`src/rtl/fast_patch_stream.sv`:
```
// fast_patch_stream: column-strip sliding-window generator for the FAST front end.
// Pixel columns of a horizontal band arrive over AXI-stream, LANES pixels per beat,
// BEATS beats per column. Every completed column shifts into a PATCH_ROWS x PATCH_W
// window, and once the window holds PATCH_W real columns of the band, each new
// column produces one output window with its centre coordinates.
//
// Ports
//   clk, rst          : clock, synchronous active-high reset
//   s_axis_*          : pixel-column input stream (tkeep ignored, tlast = end of frame)
//   m_patch           : flat window, element (r,c) at [((r*PATCH_W+c)+1)*PW-1 -: PW], c=0 oldest
//   m_x, m_y          : window centre column, band top row
//   m_eol, m_eof      : last window of band / of frame
//   m_valid, m_ready  : output handshake; outputs held while stalled
//   frame_err         : one-cycle pulse after a beat whose tlast disagrees with the counters

// Per-lane column-vector slice: holds this lane's pixel for each beat of the column.
// col presents the stored slots with the current beat's slot replaced by din, so the
// final beat of a column can be shifted into the window in the same cycle it arrives.
module fps_lane #(
  parameter int PW    = 8,
  parameter int BEATS = 2,
  parameter int BW    = 1
) (
  input  logic                      clk,
  input  logic                      rst,
  input  logic                      we,
  input  logic [BW-1:0]             beat,
  input  logic [PW-1:0]             din,
  output logic [BEATS-1:0][PW-1:0]  col
);
  logic [BEATS-1:0][PW-1:0] slot;

  always_ff @(posedge clk) begin
    if (rst)     slot <= '0;
    else if (we) slot[beat] <= din;
  end

  always_comb begin
    col       = slot;
    col[beat] = din;
  end
endmodule

module fast_patch_stream #(
  parameter int COL_NUM     = 640,
  parameter int ROW_NUM     = 480,
  parameter int PATCH_ROWS  = 8,
  parameter int PATCH_W     = 7,
  parameter int PIXEL_WIDTH = 8,
  parameter int LANES       = 4,
  parameter int ROW_STEP    = 2,
  localparam int PW     = PIXEL_WIDTH,
  localparam int BEATS  = PATCH_ROWS / LANES,
  localparam int NBANDS = (ROW_NUM - PATCH_ROWS) / ROW_STEP + 1,
  localparam int XW     = $clog2(COL_NUM),
  localparam int YW     = $clog2(ROW_NUM)
) (
  input  logic                               clk,
  input  logic                               rst,
  input  logic [LANES*PW-1:0]                s_axis_tdata,
  input  logic [LANES-1:0]                   s_axis_tkeep,
  input  logic                               s_axis_tlast,
  input  logic                               s_axis_tvalid,
  output logic                               s_axis_tready,
  output logic [PATCH_ROWS*PATCH_W*PW-1:0]   m_patch,
  output logic [XW-1:0]                      m_x,
  output logic [YW-1:0]                      m_y,
  output logic                               m_eol,
  output logic                               m_eof,
  output logic                               m_valid,
  input  logic                               m_ready,
  output logic                               frame_err
);
  localparam int BW  = (BEATS  > 1) ? $clog2(BEATS)  : 1;
  localparam int NBW = (NBANDS > 1) ? $clog2(NBANDS) : 1;

  typedef struct packed {
    logic [PATCH_ROWS*PATCH_W*PW-1:0] patch;
    logic [XW-1:0]                    x;
    logic [YW-1:0]                    y;
    logic                             eol;
    logic                             eof;
  } win_out_t;

  logic unused_tkeep;
  assign unused_tkeep = ^s_axis_tkeep;

  logic [BW-1:0]  beat_cnt;
  logic [XW-1:0]  col_cnt;
  logic [NBW-1:0] band_cnt;
  logic [YW-1:0]  band_y;     // band_cnt*ROW_STEP, kept incrementally

  logic [LANES-1:0][BEATS-1:0][PW-1:0]     lane_col;
  logic [PATCH_ROWS-1:0][PW-1:0]           new_col;
  logic [PATCH_W-1:0][PATCH_ROWS-1:0][PW-1:0] win, win_nxt;
  logic [PATCH_ROWS*PATCH_W*PW-1:0]        flat;
  win_out_t out_q;

  logic acc, col_done, row_end, band_last, frame_last, emit;

  // A stalled output register blocks the input in the same cycle.
  assign s_axis_tready = !rst && !(m_valid && !m_ready);
  assign acc        = s_axis_tvalid && s_axis_tready;
  assign col_done   = beat_cnt == BW'(BEATS - 1);
  assign row_end    = col_cnt == XW'(COL_NUM - 1);
  assign band_last  = band_cnt == NBW'(NBANDS - 1);
  assign frame_last = col_done && row_end && band_last;
  // Fill gating: the first PATCH_W-1 columns of a band only prime the window, which is
  // why the window never needs clearing between bands.
  assign emit       = acc && col_done && (col_cnt >= XW'(PATCH_W - 1));

  for (genvar k = 0; k < LANES; k++) begin : g_lane
    fps_lane #(.PW(PW), .BEATS(BEATS), .BW(BW)) u_lane (
      .clk  (clk),
      .rst  (rst),
      .we   (acc),
      .beat (beat_cnt),
      .din  (s_axis_tdata[k*PW +: PW]),
      .col  (lane_col[k])
    );
    for (genvar b = 0; b < BEATS; b++) begin : g_beat
      assign new_col[b*LANES+k] = lane_col[k][b];
    end
  end

  always_comb begin
    win_nxt = win;
    for (int c = 0; c < PATCH_W - 1; c++) win_nxt[c] = win[c+1];
    win_nxt[PATCH_W-1] = new_col;
  end

  // Reorder column-major window storage into the row-major output layout.
  always_comb begin
    flat = '0;
    for (int r = 0; r < PATCH_ROWS; r++)
      for (int c = 0; c < PATCH_W; c++)
        flat[(r*PATCH_W+c)*PW +: PW] = win_nxt[c][r];
  end

  always_ff @(posedge clk) begin
    if (rst) begin
      beat_cnt  <= '0;
      col_cnt   <= '0;
      band_cnt  <= '0;
      band_y    <= '0;
      win       <= '0;
      out_q     <= '0;
      m_valid   <= 1'b0;
      frame_err <= 1'b0;
    end else begin
      frame_err <= acc && (s_axis_tlast != frame_last);
      if (acc) begin
        if (col_done) begin
          win      <= win_nxt;
          beat_cnt <= '0;
          if (row_end) begin
            col_cnt <= '0;
            if (band_last) begin
              band_cnt <= '0;
              band_y   <= '0;
            end else begin
              band_cnt <= band_cnt + 1'b1;
              band_y   <= band_y + YW'(ROW_STEP);
            end
          end else begin
            col_cnt <= col_cnt + 1'b1;
          end
        end else begin
          beat_cnt <= beat_cnt + 1'b1;
        end
        // Early tlast: resynchronise to frame start after this beat.
        if (s_axis_tlast && !frame_last) begin
          beat_cnt <= '0;
          col_cnt  <= '0;
          band_cnt <= '0;
          band_y   <= '0;
        end
      end
      // emit implies the register is free or being drained this cycle.
      if (emit) begin
        m_valid     <= 1'b1;
        out_q.patch <= flat;
        out_q.x     <= col_cnt - XW'(PATCH_W / 2);
        out_q.y     <= band_y;
        out_q.eol   <= row_end;
        out_q.eof   <= row_end && band_last;
      end else if (m_ready) begin
        m_valid <= 1'b0;
      end
    end
  end

  assign m_patch = out_q.patch;
  assign m_x     = out_q.x;
  assign m_y     = out_q.y;
  assign m_eol   = out_q.eol;
  assign m_eof   = out_q.eof;
endmodule

```
`config.mk`:
```
export PLATFORM = sky130hd
export DESIGN_NAME = fast_patch_stream
export DESIGN_NICKNAME = d
export VERILOG_FILES = /design/src/rtl/fast_patch_stream.sv
export SDC_FILE = /design/constraint.sdc
export NUM_CORES = 2
export LEC_CHECK = 0
export BUFFER_PORTS_ARGS = -buffer_cell sky130_fd_sc_hd__buf_2
export CORE_MARGIN = 2
export CORE_UTILIZATION = 50
export CTS_BUF_LIST = sky130_fd_sc_hd__clkbuf_8
export DETAILED_ROUTE_END_ITERATION = 12
export PLACE_DENSITY = 0.81
export SLEW_MARGIN = 20
export SYNTH_ARGS = -nofsm -noshare
export SYNTH_HDL_FRONTEND = slang
export SYNTH_SLANG_ARGS = --single-unit
```
`constraint.sdc`:
```
create_clock -name clk -period 3.9 [get_ports clk]
set_input_delay 0.975 -clock clk [delete_from_list [all_inputs] [get_ports clk]]
set_output_delay 0.975 -clock clk [all_outputs]
set_load 0.03 [all_outputs]
```
==> run summary <==
post-place instance area -> 36900 um2
final setup fails -> 0
slowest library cell on the worst path -> dfxtp_1
worst r2r src -> col_cnt[2]$_SDFFE_PP0P_
Post-synth EDFFs -> 0
reg2reg path depth -> 8
Clock Latency Late Sink -> 780 ps
clock skew -> 26.8 ps
I/O pin count -> 513
area grow syn2layout -> 17.0%
grt ovf -> 0
largest stage delay on the critical path -> 560 ps
Setup crit start -> col_cnt[2]$_SDFFE_PP0P_
share of layout cells above drive strength 1 -> 19.3%
die area -> 70000 um2
Synth Flop Type -> dfxtp_1
CP Capture Type -> register
TNS Setup -> 0 ps
DRC -> 0
RSZ-0062 raised after global routing -> no
nature of the critical path startpoint -> register
CP delay by family, top -> simple AND/OR/NAND/NOR gates
Comb power frac -> 2.1%
Synth cell types -> 48
largest net degree at the start of global routing -> 245
Initial Util -> 50.5%
footprint of the multi-input gates -> 14300 um2
Final #Nets -> 4030
Placement Setup Slack -> 636 ps
Die Wd -> 265 um
Critical Path Most Common Cell -> and4_1
WL/cell -> 17.7 um
final core occ -> 59.1%
critical path, cell by cell -> and4_1 > and4_1 > nand4_1 > ha_1 > a21oi_1 > buf_4 > nand3_1 > o32ai_1
fmax -> 334 MHz
worst reg2reg setup slack -> 910 ps
Reg area -> 18300 um2
vias in the first global route -> 24300
status -> completed
worst setup margin -> 907 ps
Design Area, Final -> 39700 um2
H-tree levels -> 4
Mapped Area -> 34000 um2
Worst Tran Pin Value -> 1150 ps
Global Route Usage Sum -> 24.1%
drt first pass iters -> 5
global-route wire length before repair -> 134 mm
max-cap check violation count -> 0
hold_sp -> g_lane[0].u_lane.slot[4]$_SDFFE_PP0P_
Clock Root Buffer -> clkbuf_8
Tmin final -> 2990 ps
Peak VDD IR -> 312 uV
crit-path max FO -> 17
CTS hold repair buffers -> 0
clk sinks -> 913
DP HPWL -> 57.7 mm
Hold Crit Class -> reg -> reg
most common cell after layout, fill and taps aside -> dfxtp_1
Buffers & Inverters on Critical Path -> 1
total of warnings raised by yosys -> 0
flops & latches, synth -> 913
core region area -> 67300 um2
commonest cells after routing, fill and taps aside -> dfxtp_1, nand2_1, buf_2
detailed-route via count -> 25600
Die Ht -> 265 um
Final period util -> 76.8%
Psw -> 3.96 mW
routed vias/inst -> 5.16
std cell rows -> 95
Routability Congestion -> 0.836
WP data required -> 4570 ps
syn nets -> 3595
Seq pwr share -> 53.3%
internal power -> 13.7 mW
CP Class -> reg -> reg
Longest Clk Path Bufs -> 3
register area share after synthesis -> 53.8%
Total Wirelength -> 87.5 mm
Arrival @ worst endpoint -> 3670 ps
hold path cells -> 2
# fillers -> 5632
mean area per synthesized cell -> 9.57 um2
Post-CTS Setup Repair Bufs -> 0
Max Slew Vio Count -> 0
Worst path depth -> 8
CTS-repair resized insts -> 0
port bufs -> 507
antenna-violating nets left -> 0
final hold violations -> 0
Slew HR -> 23.3%
Clock transition at path regs -> 60 ps
initial antenna violation count -> 4
Fin Hold WS -> 441 ps
synthesized netlist cell count -> 3548
power density cells -> 444 nW/um2
CTS tree -> yes
drt initial violations -> 1934
switching part of the total power -> 22.5%
Pleak -> 17.5 nW
Async SR Flop Fraction -> 0%
clock network fraction of total power -> 44.6%
CTS Buf Count -> 145
metal layers:
| metal | up-vias | wire length [um] | global-route usage [%] |
|---|---|---|---|
| met4 | 0 | 3380 | 10.7 |
| li1 | 12500 | - | - |
| met5 | - | 0 | 0 |
| met1 | 12200 | 38300 | 30.7 |
| met2 | 665 | 40400 | 38.4 |
| met3 | 176 | 5390 | 6.50 |
Yosys cell counts (13+ instances only):
| cell type | n | share of area (%) |
|---|---|---|
| dfxtp_1 | 913 | 54 |
| nand2_1 | 858 | 9.5 |
| nor2b_1 | 422 | 7.8 |
| a21oi_1 | 402 | 5.9 |
| mux2_1 | 392 | 13 |
| clkbuf_1 | 202 | 2.2 |
| inv_1 | 48 | 0.53 |
| mux2i_1 | 47 | 1.4 |
| buf_4 | 40 | 0.88 |
| o31ai_1 | 32 | 0.71 |
| mux2_2 | 27 | 0.89 |
| o21ai_0 | 14 | 0.21 |
| a211oi_1 | 13 | 0.29 |
worst paths after layout:
kind / end
worst max-delay path: band_cnt[7]$_SDFFE_PP0P_
worst min-delay path: flat[44]$_SDFFE_PP0P_
worst max register to register: band_cnt[7]$_SDFFE_PP0P_
worst min register to register: flat[44]$_SDFFE_PP0P_
stage by stage:
step / std cells / power (mW)
global placement: 4709 / 9.96
finish: 4951 / 17.6
CTS: 4947 / 17.8
floorplan: 3548 / 9.81
detailed placement: 4709 / 9.96
global route: 4949 / 18.2
area by class of cell:
cell class	instances	area share [%]
Multi-Input combinational cell	2321	36.0
Sequential cell	913	46.0
Clock buffer	175	6.06
Tap cell	873	2.75
Antenna cell	4	0.0252
Inverter	49	0.463
Clock inverter	63	0.945
Timing Repair Buffer	553	7.72
flip-flops by register name (all words and copies together), names as in the netlist, 8 cells and up:
register / flops
flat: 384
col_cnt: 10
m_y: 8
band_cnt: 8
g_lane.u_lane.slot: 32
m_patch: 448
band_y: 8
m_x: 10
logic make-up after synthesis:
family,after synthesis,synth area share (%)
simple gates,1357,18.6
other cells,1,0.0110
mux,466,15.3
compound gates,481,7.69
buf+inv,314,4.12
flops,913,53.8
fa+ha+maj,6,0.221
xor+xnor,10,0.258
tightest hold or removal path, cell delays in order, from the launching register on:
cell and delay [ps]:
dfxtp_1 310, nand2_1 50, a21oi_1 50
power groups by stage:
stage | clock, mW | combinational (mW) | sequential (mW)
4_1_cts | 8.05 | 0.366 | 9.39
6_report | 7.87 | 0.368 | 9.39
3_3_place_gp | 0 | 0.366 | 9.59
3_5_place_dp | 0 | 0.365 | 9.59
2_1_floorplan | 0 | 0.230 | 9.58
5_1_grt | 8.45 | 0.397 | 9.39
Power figures use the tool's default switching activity.
